## config.mk

```make
export PLATFORM = sky130hd
export DESIGN_NAME = deco_7seg_mux
export DESIGN_NICKNAME = d
export VERILOG_FILES = /design/src/rtl/deco_7seg_mux.sv
export SDC_FILE = /design/constraint.sdc
export NUM_CORES = 1
export LEC_CHECK = 0
export CAP_MARGIN = 30
export CELL_PAD_IN_SITES_DETAIL_PLACEMENT = 1
export CELL_PAD_IN_SITES_GLOBAL_PLACEMENT = 2
export CORE_MARGIN = 5
export CORE_UTILIZATION = 31
export CTS_BUF_LIST = sky130_fd_sc_hd__clkbuf_16
export CTS_CLUSTER_DIAMETER = 50
export DETAILED_ROUTE_END_ITERATION = 10
export HOLD_SLACK_MARGIN = 0.12
export PLACE_DENSITY_LB_ADDON = 0.1
export SYNTH_ARGS = -nofsm -noshare
export SYNTH_HDL_FRONTEND = slang
export SYNTH_SLANG_ARGS = --single-unit
```

## constraint.sdc

```tcl
create_clock -name i_Clk -period 2.3 [get_ports i_Clk]
set_input_delay 0.575 -clock i_Clk [delete_from_list [all_inputs] [get_ports i_Clk]]
set_output_delay 0.575 -clock i_Clk [all_outputs]
set_load 0.1 [all_outputs]
```

## src/rtl/deco_7seg_mux.sv

```systemverilog
// Multiplexed hex 7-segment driver with double-buffered load; display updates only at frame boundaries.
// Optional leading-zero blanking is enabled by defining DECO_7SEG_MUX_BLANK_EN.
module deco_7seg_mux #(
  parameter int unsigned NUM_DIGITS     = 4,
  parameter int unsigned REFRESH_DIV    = 50000,
  parameter bit          SEG_ACTIVE_LOW = 1'b0,
  parameter bit          AN_ACTIVE_LOW  = 1'b1
) (
  input  logic                    i_Clk,
  input  logic                    i_Rst_n,
  input  logic [4*NUM_DIGITS-1:0] i_Valor,
  input  logic [NUM_DIGITS-1:0]   i_DP,
  input  logic                    i_Carga,
  output logic [6:0]              o_Segmentos,
  output logic                    o_DP,
  output logic [NUM_DIGITS-1:0]   o_Anodos,
  output logic                    o_Ocupado
);

  localparam int unsigned PW = $clog2(REFRESH_DIV);
  localparam int unsigned IW = (NUM_DIGITS > 1) ? $clog2(NUM_DIGITS) : 1;
  localparam logic [PW-1:0] CNT_LAST = PW'(REFRESH_DIV - 1);
  localparam logic [IW-1:0] IDX_LAST = IW'(NUM_DIGITS - 1);
  localparam logic [6:0]            SEG_OFF = {7{SEG_ACTIVE_LOW}};
  localparam logic                  DP_OFF  = SEG_ACTIVE_LOW;
  localparam logic [NUM_DIGITS-1:0] AN_OFF  = {NUM_DIGITS{AN_ACTIVE_LOW}};

  logic [PW-1:0]           cnt;
  logic [IW-1:0]           idx;
  logic                    tick;
  logic                    boundary;
  logic [4*NUM_DIGITS-1:0] pend_val;
  logic [NUM_DIGITS-1:0]   pend_dp;
  logic [4*NUM_DIGITS-1:0] disp_val;
  logic [NUM_DIGITS-1:0]   disp_dp;
  logic [NUM_DIGITS-1:0]   blank;
  logic [NUM_DIGITS-1:0]   onehot;
  logic [3:0]              nib;
  logic                    dp_cur;
  logic                    blank_cur;

  function automatic logic [6:0] seg_code(input logic [3:0] v);
    case (v)
      4'h0: seg_code = 7'h7E;
      4'h1: seg_code = 7'h30;
      4'h2: seg_code = 7'h6D;
      4'h3: seg_code = 7'h79;
      4'h4: seg_code = 7'h33;
      4'h5: seg_code = 7'h5B;
      4'h6: seg_code = 7'h5F;
      4'h7: seg_code = 7'h70;
      4'h8: seg_code = 7'h7F;
      4'h9: seg_code = 7'h7B;
      4'hA: seg_code = 7'h77;
      4'hB: seg_code = 7'h1F;
      4'hC: seg_code = 7'h4E;
      4'hD: seg_code = 7'h3D;
      4'hE: seg_code = 7'h4F;
      default: seg_code = 7'h47;
    endcase
  endfunction

  assign tick     = (cnt == CNT_LAST);
  assign boundary = tick && (idx == IDX_LAST);

  always_ff @(posedge i_Clk) begin
    if (!i_Rst_n) begin
      cnt <= '0;
      idx <= '0;
    end else begin
      cnt <= tick ? '0 : cnt + 1'b1;
      if (tick) idx <= (idx == IDX_LAST) ? '0 : idx + 1'b1;
    end
  end

  // A load on the boundary edge becomes pending; the older pending value (if any) is what gets displayed.
  always_ff @(posedge i_Clk) begin
    if (!i_Rst_n) begin
      pend_val  <= '0;
      pend_dp   <= '0;
      disp_val  <= '0;
      disp_dp   <= '0;
      o_Ocupado <= 1'b0;
    end else begin
      if (boundary && o_Ocupado) begin
        disp_val <= pend_val;
        disp_dp  <= pend_dp;
      end
      if (i_Carga) begin
        pend_val  <= i_Valor;
        pend_dp   <= i_DP;
        o_Ocupado <= 1'b1;
      end else if (boundary) begin
        o_Ocupado <= 1'b0;
      end
    end
  end

`ifdef DECO_7SEG_MUX_BLANK_EN
  logic zero_run;

  always_comb begin
    blank    = '0;
    zero_run = 1'b1;
    for (int unsigned k = NUM_DIGITS - 1; k >= 1; k--) begin
      zero_run = zero_run && (disp_val[4*k +: 4] == 4'h0);
      blank[k] = zero_run;
    end
  end
`else
  assign blank = '0;
`endif

  always_comb begin
    nib       = '0;
    dp_cur    = 1'b0;
    blank_cur = 1'b0;
    onehot    = '0;
    for (int unsigned k = 0; k < NUM_DIGITS; k++) begin
      if (idx == IW'(k)) begin
        nib       = disp_val[4*k +: 4];
        dp_cur    = disp_dp[k];
        blank_cur = blank[k];
        onehot[k] = 1'b1;
      end
    end
  end

  // XOR with the all-off pattern applies the configured output polarity.
  always_ff @(posedge i_Clk) begin
    if (!i_Rst_n) begin
      o_Segmentos <= SEG_OFF;
      o_DP        <= DP_OFF;
      o_Anodos    <= AN_OFF;
    end else begin
      o_Segmentos <= (blank_cur ? 7'h00 : seg_code(nib)) ^ SEG_OFF;
      o_DP        <= dp_cur ^ DP_OFF;
      o_Anodos    <= onehot ^ AN_OFF;
    end
  end

endmodule
```

==> qor.log <==
INFO  yosys          syn-cell-area=3170um^2
INFO  yosys          synth_cell_types=52
INFO  layout         stdcell_area=4030um^2
INFO  place          port_buffers=35
INFO  floorplanning  dieWidth=111um
INFO  critical_path  critPathMaxFanout=6
INFO  power_and_ir_drop switchingPower=0.000679W
INFO  drt            detail_route.first_pass.iterations=4
INFO  yosys          yosysTopAreaCellShare=44.9%
INFO  floorplanning  rows=36
INFO  clock_network  cts.sinks=71
INFO  yosys          post-synth-top-count-cell=dfxtp_1
INFO  timing         final.hold.worst_slack=0.455ns
INFO  power_and_ir_drop clockPowerShare=52.3%
INFO  timing         report.final.setup_viol=0
INFO  yosys          synth_compound_gate_area_share=14.7%
INFO  power_and_ir_drop cell_internal_pwr=0.00240W
INFO  clock_network  worst_setup_hold_path_clk_slew=0.06ns
INFO  layout         multiInputGateArea=1610um^2
INFO  drt            routedWlPerCell=15.2um
INFO  drt            met3WireLength=272um
INFO  drt            routed-via-count=2517
INFO  yosys          synth_fa_ha_area_share=4.74%
INFO  yosys          combinational_family_with_the_most_area_after_synthesis=simple AND/OR/NAND/NOR gates
INFO  clock_network  cts_tree=yes
INFO  power_and_ir_drop power_per_cell_area=764nW/um^2
INFO  outcome        run_status=complete, no violations
INFO  yosys          synth-seq-area-share=44.9%
INFO  yosys          yosys.area.top_type=dfxtp_1
INFO  timing         post_route_clock_period_utilization=96.9%
INFO  power_and_ir_drop combinational_fraction_of_design_power=6.1%
INFO  critical_path  element_type_at_the_critical_path_start=register
INFO  global_routing first_pass_grt_wire_length=13.2mm
INFO  critical_path  path_delay_family=compound AO/OA/AOI/OAI gates
INFO  yosys          synth_top_cells_by_count=dfxtp_1, nor2_1, a21oi_1
INFO  drt            drt-total-wl=7.78mm
INFO  layout         finish.net_count=410
INFO  floorplanning  die-area=12300um^2
INFO  drt            met1_length=3.68mm
INFO  global_routing global_route.overflow_total=0
INFO  floorplanning  die_h=111um
INFO  drt            number_of_remaining_drc_errors=0
INFO  clock_network  max-clock-path-buffers=2
INFO  yosys          prevailing_post_synth_register_cell=dfxtp_1
INFO  yosys          synth.area.mux_share=6.95%
INFO  yosys          ys_warn_count=0
INFO  drt            drtAntennaViolNets=0
INFO  drt            routed_via_density=4.91
INFO  place          gp_routability_congestion=0.764
INFO  yosys          synth_async_sr_flop_share=0%
INFO  critical_path  slowest_stage=or3b_4
INFO  yosys          synth.area.top_cells=dfxtp_1, mux2i_1, ha_1, a21oi_1, nand3_1
INFO  power_and_ir_drop worst_ir_drop_vdd=0.353mV
INFO  place          dp_cells=496
INFO  drt            detailroute.wirelength.met2=3.72mm
INFO  critical_path  worstPathCellList=inv_1, ha_2, a211oi_1, a221o_1, inv_2, ha_4, or3b_4, o22a_1, o221a_1
INFO  timing         maxSlewHeadroom=59.5%
INFO  drt            maxUsedRoutingLayer=met4
INFO  layout         fin_cells=513
INFO  power_and_ir_drop sw_frac_of_total=22.0%
INFO  yosys          syn-mean-instance-area=9.31um^2
INFO  layout         synthToLayoutAreaGrowth=27.3%
INFO  critical_path  worstPathArrival=2.45ns
INFO  global_routing grt_pass1_vias=2598
INFO  global_routing grt_max_degree=48
INFO  min_path       worst_hold_path_type=reg -> reg
INFO  yosys          synth-seq-cells=71
INFO  drt            detailedRoute.firstIterationViolations=80
INFO  power_and_ir_drop totalPowerFinal=0.00308W
INFO  place          placedInstanceArea=3670um^2
INFO  timing         period_needed=2.23ns
INFO  critical_path  cp_slowest_stage_delay=0.39ns
INFO  power_and_ir_drop leakage=1.53nW
INFO  timing         skew=0.00746ns
INFO  critical_path  path_buf_inv=2
INFO  floorplanning  initial_utilization=32.1%
INFO  place          hpwlAfterDp=5.37mm
INFO  timing         timing.final.max_slew_violations=0
INFO  layout         final-seq-area=1430um^2
INFO  timing         fmax=449MHz
INFO  yosys          synth_simple_gate_area_share=19.4%
INFO  critical_path  endpoint_kind=register
INFO  critical_path  cp.required=2.52ns
INFO  floorplanning  io_pins=36
INFO  clock_network  clk_root_buffer_cell=clkbuf_16
INFO  power_and_ir_drop seqPwrFrac=41.5%
INFO  yosys          netlist_instances=340
INFO  flow_run       timing.max_cap.violations=0
INFO  clock_network  number_of_cts_inserted_buffers=9
INFO  yosys          synth.net_count=375
INFO  global_routing antenna_found_initial=0
INFO  layout         fill_cells=1102
INFO  clock_network  worst_skew_pair.late_latency=0.33ns
INFO  critical_path  critPathKind=reg -> reg
INFO  global_routing groute.usage.overall=13.2%
INFO  timing         worst-slew-pin-transition=0.606ns
INFO  timing         report.final.hold_viol_count=0
INFO  yosys          synth-edff-count=0
INFO  floorplanning  core_box_area=9860um^2
INFO  layout         drive_above_1_share=16.8%
INFO  yosys          synth_xor_area_share=3.60%
INFO  layout         antenna_cells=0
INFO  clock_network  clock_tree.htree_level_count=3
==> cell families (layout without fill, tap and decap cells) <==
family,after synthesis,in the layout
XOR/XNOR,13,13
multiplexers,22,22
flip-flops,71,71
AND/OR/NAND/NOR,114,114
buffers and inverters,37,77
AO/OA/AOI/OAI,71,71
adder cells (fa/ha/maj),12,12
==> worst paths after layout <==
check,start,end,slack [ns],depth (start not counted)
max reg2reg,idx[0]$_SDFFE_PN0N_,o_Segmentos[1]$_SDFF_PN0_,0.07,9
max,idx[0]$_SDFFE_PN0N_,o_Segmentos[1]$_SDFF_PN0_,0.07,9
min,cnt[0]$_SDFF_PP0_,cnt[0]$_SDFF_PP0_,0.45,1
min reg2reg,cnt[0]$_SDFF_PP0_,cnt[0]$_SDFF_PP0_,0.45,1
==> layout make-up <==
type	count	share of cell area [%]
tap	133	4.13
timing repair buffer	50	11.0
inverter	11	1.02
clock inverter	7	2.98
multi-input combinational	232	39.9
clock buffer	9	5.59
sequential	71	35.4
==> routing by layer <==
| metal | vias up | track usage, % |
|---|---|---|
| li1 | 1275 | - |
| met1 | 1200 | 16.5 |
| met2 | 33 | 21.4 |
| met3 | 9 | 3.98 |
| met4 | 0 | 4.87 |
| met5 | - | 0 |
==> timing repair <==
item / CTS / global route
setup buffers: 0 / 1
endpoints found under the hold margin: 0 / 0
endpoints found under the setup margin: 0 / 3
hold buffers: 0 / 0
gates resized for setup: 0 / 3
==> power groups by stage <==
| stage | combinational [W] | sequential [W] | clock, W |
|---|---|---|---|
| 5_1_grt | 0.000204 | 0.00128 | 0.00172 |
| 6_report | 0.000189 | 0.00128 | 0.00161 |
| 4_1_cts | 0.000193 | 0.00128 | 0.00166 |
| 2_1_floorplan | 0.0000660 | 0.00136 | 0 |
| 3_5_place_dp | 0.000193 | 0.00131 | 0 |
| 3_3_place_gp | 0.000192 | 0.00131 | 0 |
==> placed cells by master (no fill, tap or decap), types with 3 or more instances in the layout <==
cell type and count:
a21oi_1 27, and3_1 4, and4_1 4, buf_4 27
bufinv_16 3, clkbuf_16 9, clkdlybuf4s50_1 22, dfxtp_1 69
ha_1 8, inv_1 9, mux2i_1 22, nand2_1 18
nand3_1 26, nand3b_1 3, nand4_1 5, nor2_1 34
nor3b_1 3, o21ai_0 21, or3_1 3, xnor2_1 3
xor2_1 10
==> through the flow <==
step                      setup WS (ns)   TNS, ns  util, %
after floorplan                -0.00127  -0.00127        -
after global placement           0.0784         0     37.2
after detailed placement         0.0405         0     37.2
after CTS                        0.0255         0     40.7
after global routing           -0.00178  -0.00178     40.9
final                            0.0705         0     40.9
==> flip-flops by register name, indices dropped and copies added (netlist names) <==
name,count
o_Anodos,4
disp_val,16
o_Segmentos,7
idx,2
pend_dp,4
o_Ocupado,1
disp_dp,4
pend_val,16
o_DP,1
cnt,16
(Power assumes the default switching activity.)
